--- src/rtl/step_pulse_decoder.sv ---
// Step/direction pulse-train decoder: synchronises, qualifies pulses,
// tracks signed position, step count vs target, step period and stalls.
module step_pulse_decoder #(
  parameter int SIZE     = 16,
  parameter int POS_W    = 32,
  parameter int MIN_HIGH = 2,
  parameter int TIMEOUT  = 50000
) (
  input  logic                    clk,
  input  logic                    rst,
  input  logic                    step_in,
  input  logic                    dir_in,
  input  logic                    clr,
  input  logic                    d_v,
  input  logic [SIZE-1:0]         target,
  output logic signed [POS_W-1:0] position,
  output logic [SIZE-1:0]         step_cnt,
  output logic                    step_v,
  output logic [SIZE-1:0]         period,
  output logic [SIZE-1:0]         high_len,
  output logic                    done,
  output logic                    stall,
  output logic                    glitch
);

  localparam logic [SIZE-1:0]  MINH  = SIZE'(MIN_HIGH);
  localparam logic [SIZE-1:0]  TOUT  = SIZE'(TIMEOUT);
  localparam logic [SIZE-1:0]  ONES  = '1;
  localparam logic [SIZE-1:0]  ONE   = SIZE'(1);
  localparam logic [POS_W-1:0] P_INC = POS_W'(1);
  localparam logic [POS_W-1:0] P_DEC = '1;

  typedef enum logic [1:0] {
    IDLE,
    RUN,
    STALL
  } state_t;

  state_t state, nxt;

  logic stp_s1, stp_s2, stp_s3;
  logic dir_s1, dir_s2;
  logic rise, fall, accept, reject;
  logic per_wr;

  logic [SIZE-1:0] per_cnt;
  logic [SIZE-1:0] hi_cnt;
  logic [SIZE-1:0] tgt;

  always_ff @(posedge clk or posedge rst) begin
    if (rst) begin
      stp_s1 <= 1'b0;
      stp_s2 <= 1'b0;
      stp_s3 <= 1'b0;
      dir_s1 <= 1'b0;
      dir_s2 <= 1'b0;
    end else begin
      stp_s1 <= step_in;
      stp_s2 <= stp_s1;
      stp_s3 <= stp_s2;
      dir_s1 <= dir_in;
      dir_s2 <= dir_s1;
    end
  end

  assign rise   = stp_s2 & ~stp_s3;
  assign fall   = ~stp_s2 & stp_s3;
  assign accept = fall & (hi_cnt >= MINH);
  assign reject = fall & (hi_cnt < MINH);

  always_comb begin
    nxt    = state;
    per_wr = 1'b0;
    unique case (state)
      IDLE: begin
        if (rise) nxt = RUN;
      end
      RUN: begin
        if (rise) per_wr = 1'b1;
        else if (per_cnt == TOUT) nxt = STALL;
      end
      STALL: begin
        if (rise) nxt = RUN;
      end
      default: nxt = IDLE;
    endcase
    if (clr) nxt = IDLE;
  end

  always_ff @(posedge clk or posedge rst) begin
    if (rst) state <= IDLE;
    else     state <= nxt;
  end

  always_ff @(posedge clk or posedge rst) begin
    if (rst) begin
      per_cnt <= '0;
      hi_cnt  <= '0;
      period  <= '0;
    end else begin
      if (rise)               per_cnt <= ONE;
      else if (per_cnt != ONES) per_cnt <= per_cnt + ONE;
      if (rise)                         hi_cnt <= ONE;
      else if (stp_s2 && hi_cnt != ONES) hi_cnt <= hi_cnt + ONE;
      if (per_wr) period <= per_cnt;
    end
  end

  // clr overrides an accepted step; d_v only zeroes the count
  always_ff @(posedge clk or posedge rst) begin
    if (rst) begin
      position <= '0;
      step_cnt <= '0;
      high_len <= '0;
      step_v   <= 1'b0;
      glitch   <= 1'b0;
      tgt      <= '0;
    end else begin
      step_v <= accept & ~clr;
      if (d_v) tgt <= target;
      if (clr) begin
        position <= '0;
        glitch   <= 1'b0;
      end else begin
        if (accept) position <= position + (dir_s2 ? P_INC : P_DEC);
        if (reject) glitch <= 1'b1;
      end
      if (clr || d_v)
        step_cnt <= '0;
      else if (accept && step_cnt != ONES)
        step_cnt <= step_cnt + ONE;
      if (accept && !clr) high_len <= hi_cnt;
    end
  end

  assign done  = (step_cnt == tgt) && (tgt != '0);
  assign stall = (state == STALL);

endmodule

--- config.mk ---
export PLATFORM = sky130hd
export DESIGN_NAME = step_pulse_decoder
export DESIGN_NICKNAME = d
export VERILOG_FILES = /design/src/rtl/step_pulse_decoder.sv
export SDC_FILE = /design/constraint.sdc
export NUM_CORES = 1
export LEC_CHECK = 0
export CORE_AREA = 10 10 122 152
export DETAILED_ROUTE_END_ITERATION = 8
export DIE_AREA = 0 0 132 162
export GPL_TIMING_DRIVEN = 0
export PLACE_DENSITY = 0.76
export SYNTH_ARGS = -nofsm -noshare
export SYNTH_HDL_FRONTEND = slang
export SYNTH_SLANG_ARGS = --single-unit
--- constraint.sdc ---
create_clock -name clk -period 3.7 [get_ports clk]
set_input_delay 0.37 -clock clk [delete_from_list [all_inputs] [get_ports clk]]
set_output_delay 0.37 -clock clk [all_outputs]
set_load 0.02 [all_outputs]
Word-level counts from Yosys, hierarchy flattened
Index checks and enable logic that the tools add are counted.
{ "classes": {"n_eq_ne": 10, "n_addsub": 4, "n_lt_le_gt_ge": 2, "n_reduce_logical": 15, "bitwise": 8, "n_mux": 18} }
{ "ops": {"columns": ["operator", "n"], "rows": [
  ["$mux W16", 6],
  ["$mux W32", 3],
  ["$add A16 B1 Y16 const B", 3],
  ["$ne A16 B16 Y1 const B", 3],
  ["$add A32 B32 Y32", 1],
  ["$eq A16 B16 Y1", 1],
  ["$eq A16 B16 Y1 const B", 1],
  ["$ge A16 B2 Y1 const B", 1],
  ["$lt A16 B2 Y1 const B", 1],
  ["$reduce_bool A16 Y1", 1],
  ["$reduce_bool A2 Y1", 5],
  ["$mux W2", 4],
  ["$ne A3 B3 Y1 const B", 2],
  ["$and A1 B1 Y1", 5],
  ["$logic_and A1 B1 Y1", 4],
  ["$mux W1", 4],
  ["$pmux W2 S2", 1],
  ["$ne A3 B1 Y1 const B", 1],
  ["$not A1 Y1", 3],
  ["$reduce_and A3 Y1", 1],
  ["$eq A2 B1 Y1 const B", 1],
  ["$eq A2 B2 Y1 const B", 1],
  ["$logic_not A2 Y1", 1],
  ["$reduce_or A2 Y1", 1],
  ["2 further kinds", 2]
]} }
{ "totals": {"output_inout_bits": 84, "input_bits": 22, "reg_bits": 137} }

Logic depth before layout (Yosys ltp)
{ "depth": {"word_depth": 6, "mapped_depth": 12} }

Least setup slack after synthesis
No wires, ideal clock.
{ "synth_path": {"path_kind": "register to register", "startpoint": "register dir_s2", "endpoint": "register position[31]", "setup_time_ps": 127, "required_time_ps": 3573, "path_stages_with_launch": 12, "arrival_time_ps": 3061, "slack_ps": 512, "n_path_buf": 0, "cell_sequence": "dfrtp_1 inv_1 ha_1 a21o_1 o21bai_4 a221oi_2 a21oi_2 o21ai_2 a31oi_1 or3_1 a21oi_2 mux2_1"} }
{ "synth_via": {"elab_chain_len": 4} }
{ "synth_rtl": {"columns": ["item", "line", "rtl"], "rows": [
  ["start, declared", "42", "logic dir_s1, dir_s2;"],
  ["start signal, assigned", "62", "dir_s2 <= dir_s1;"],
  ["$mux W32", "125", "if (accept) position <= position + (dir_s2 ? P_INC : P_DEC);"],
  ["$add A32 B32 Y32", "125", null],
  ["$mux W32", "125", null],
  ["$mux W32", "121", "if (clr) begin"],
  ["end signal, assigned", "125", null],
  ["end, declared", "16", "output logic signed [POS_W-1:0] position,"]
]} }
No other way between the ends. The select of a mux whose other input is x is not followed.
A chain may end at the register's enable or synchronous reset.

Worst setup path in the final report
{ "layout_path": {"startpoint": "register dir_s2", "endpoint": "register position[28]"} }
Same word-level chain as after synthesis.

==> qor.txt <==
sequential element share of the synthesized area = 44.8%
Final WS setup = 396 ps
max_cap viols = 0
Rows = 51
slowest CP cell = ha_1
WHS = 346 ps
simple-gate share of the synthesized area = 16.6%
Synth cell types = 63
core area = 15500 um2
antenna diode count = 0
net count after synthesis = 837
Detailed Routing Iterations Pass 1 = 5
fmax = 303 MHz
Placed Instances = 1098
min Tclk post-route = 3300 ps
largest family of logic cells by synthesized area = simple AND/OR/NAND/NOR gates
CP peak stage delay = 500 ps
Initial Util = 49.3%
largest net degree at the start of global routing = 42
Avg WL per Cell = 16.4 um
status = complete, no violations
xor/xnor share of the synthesized area = 8.70%
EDFF count, synth = 0
clock skew = 6.07 ps
Ys Warns = 0
GRT Overall Usage = 17.6%
Mean Syn Cell Area = 9.82 um2
Pleak = 4.28 nW
most frequent CP cell = o21ai_0
Final Hold Fails = 0
CTS tree = built
TritonCTS Buffers = 17
final-report max-slew violation count = 0
Max IR drop VDD = 0.372 mV
insertion delay to the later sink of the worst-skew pair = 420 ps
Placer Congestion = 0.902
# nets final = 965
synthesized flop and latch total = 137
worst rel slew slack = 43.0%
period utilization = 89.3%
via count of the first global-routing pass = 6291
via/cell ratio = 5.49
CP bufs+invs = 1
Place WS = -90.4 ps
DR DRC count = 0
Adder-Cell Fraction of Synth Area = 5.99%
GR Overflow Total = 0
Die Ht = 162 um
clock-pin transition on the worst setup and hold timing paths = 60 ps
total wire length = 18.5 mm
I/O pin count = 106
# port buffers = 104
post-DP HPWL = 13.8 mm
Post-CTS Hold Buffers = 0
DR vias = 6211
total power = 4.55 mW
clock tree buffer depth = 2
critical path type = register to register
Final Util = 62.3%
drt initial violations = 335
# clock sinks = 137
arrival time worst endpoint = 3630 ps
Die Wd = 132 um
Slew @ Worst Pin = 852 ps
Worst EP required = 4030 ps
delay-heaviest family, CP = compound AO/OA/AOI/OAI gates
Compound-Gate Fraction of Synth Area = 14.2%
Syn Inst Count = 779
worst hold path class = primary input to asynchronous set/reset pin
Setup crit start = dir_s2$_DFF_PP0_
reg2reg start = dir_s2$_DFF_PP0_
most common flop cell mapped by yosys = dfrtp_1
type of origin of the critical path = register
Max H-tree Level = 4
first-pass GRT wire length = 31.1 mm
area of the die = 21400 um2
Pwr Density = 471 nW/um2
CP endpoint kind = register
cell area after layout = 9660 um2
unrepaired setup endpoints after global routing = no
TNS Setup = 0 ps
placed cell area = 9020 um2
worst path cell trace = clkinvlp_4 -> ha_1 -> a21oi_1 -> o21ai_0 -> nand2b_1 -> nand2_1 -> a2111o_1 -> o21ai_0 -> o21ai_1 -> xnor2_1 -> a211oi_1
root buffer cell = clkbuf_16
critical-path maximum fanout = 15
antenna viol nets, final = 0
initial antenna violation count = 0
Mapped Area = 7650 um2
Non-Filler Instances = 1131
Layout area overhead = 26.3%
endpoints failing setup = 0
layout cells sized above 1 = 12.2%
post-synthesis mux area share = 7.34%
Synth async-reset ratio = 100%
==> registers in the layout (all words and copies together), names as in the netlist, 2 cells and up <==
name      cells
hi_cnt       16
high_len     16
per_cnt      16
period       16
position     32
state         2
step_cnt     16
tgt          16
==> synth_stat cells (all sizes together) (2+ instances only) <==
cell | instances | area [um2]
or2 | 4 | 25.0
nand2b | 5 | 31.3
buf | 8 | 35.0
inv | 22 | 82.6
clkbuf | 17 | 63.8
xnor2 | 27 | 236
a21o | 15 | 115
o31ai | 4 | 43.8
a31oi | 8 | 50.1
o21a | 2 | 16.3
a211oi | 5 | 42.5
mux2 | 49 | 552
o21bai | 8 | 71.3
a21oi | 67 | 354
a2111o | 2 | 22.5
nor2 | 76 | 285
o21ai | 37 | 189
xor2 | 49 | 429
ha | 35 | 438
or3 | 14 | 87.6
a22o | 9 | 78.8
nand2 | 90 | 338
nor2b | 3 | 18.8
dfrtp | 137 | 3430
and2 | 2 | 12.5
and3 | 10 | 68.8
and4 | 2 | 20.0
nor4 | 12 | 75.1
nand4 | 19 | 134
nor3 | 8 | 50.1
nand3 | 16 | 80.1
nor4b | 2 | 17.5
a221oi | 2 | 30.0
==> layer usage <==
| layer | track usage [%] | vias up | share of wire [%] |
|---|---|---|---|
| met2 | 30.6 | 150 | 51 |
| met1 | 20.2 | 3017 | 42 |
| met5 | 0 | - | 0 |
| li1 | - | 3020 | - |
| met4 | 6.48 | 0 | 1.8 |
| met3 | 4.94 | 24 | 5.5 |
==> area by class of cell <==
cell class | count | area, um2
repair buffers | 108 | 1120
clock buffers | 22 | 474
plain buffers | 25 | 98.8
fillers | 1312 | 5840
clock inverters | 9 | 139
multi-input cells | 595 | 4040
repair inverters | 1 | 7.51
flip-flops and latches | 137 | 3430
well taps | 212 | 265
inverters | 22 | 90.1
==> cells by family (layout without fill, tap and decap cells) <==
| logic type | count (synthesis) | after routing |
|---|---|---|
| AOI/OAI and AO/OA | 167 | 167 |
| muxes | 50 | 50 |
| DFF | 137 | 137 |
| buffers and inverters | 47 | 187 |
| and+or+nand+nor | 266 | 266 |
| adders and majority gates | 36 | 36 |
| xor gates and xnor gates | 76 | 76 |
==> repair_timing <==
action | in CTS | in global routing
endpoints found under the hold margin | 0 | 0
resized for setup | 1 | 1
gates cloned | 1 | 0
endpoints found under the setup margin | 2 | 6
setup buffers | 0 | 1
==> worst paths after layout <==
path,end,slack [ps],cells after the start
setup / recovery,position[28]$_DFFE_PP0P_,400,11
hold / removal,high_len[9]$_DFFE_PP0P_,350,2
setup reg to reg,position[28]$_DFFE_PP0P_,400,11
hold reg to reg,dir_s2$_DFF_PP0_,350,0
max in group asynchronous,step_cnt[9]$_DFFE_PP0P_,2510,4
min in group clk,dir_s2$_DFF_PP0_,350,0
==> worst reg2reg max path: cells and delay by family, from the launching register on <==
kind                     cells  cell delay, ps
AO/OA/AOI/OAI                6            1510
adder cells (fa/ha/maj)      1             500
flip-flops                   1             490
buffers and inverters        1             410
AND/OR/NAND/NOR              2             170
XOR/XNOR                     1             150
==> where the power goes <==
part	total, mW	internal (mW)	switching (mW)	leakage [nW]
sequential	1.75	1.63	0.123	1.84
combinational	1.04	0.468	0.577	2.14
clock	1.76	1.12	0.640	0.301
total	4.55	3.21	1.34	4.28
==> cells in the final DEF (no fill, tap or decap), types with 4 or more instances in the layout <==
cell	n
clkbuf_1	19
or3_1	14
clkbuf_16	17
ha_1	35
a31oi_1	8
a211oi_1	4
clkdlybuf4s50_1	104
xor2_1	49
nor2_1	76
mux2_2	48
a22o_1	9
nor3_1	6
inv_1	20
o21bai_1	7
nand2b_1	5
buf_12	4
dfrtp_1	137
buf_1	4
buf_2	4
nand4_1	18
o21ai_0	33
a21oi_1	64
nor4_1	12
xnor2_1	27
a21o_1	13
nand3_1	16
nand2_1	90
and3_1	8
No activity file was read; power rests on OpenSTA's default activity.
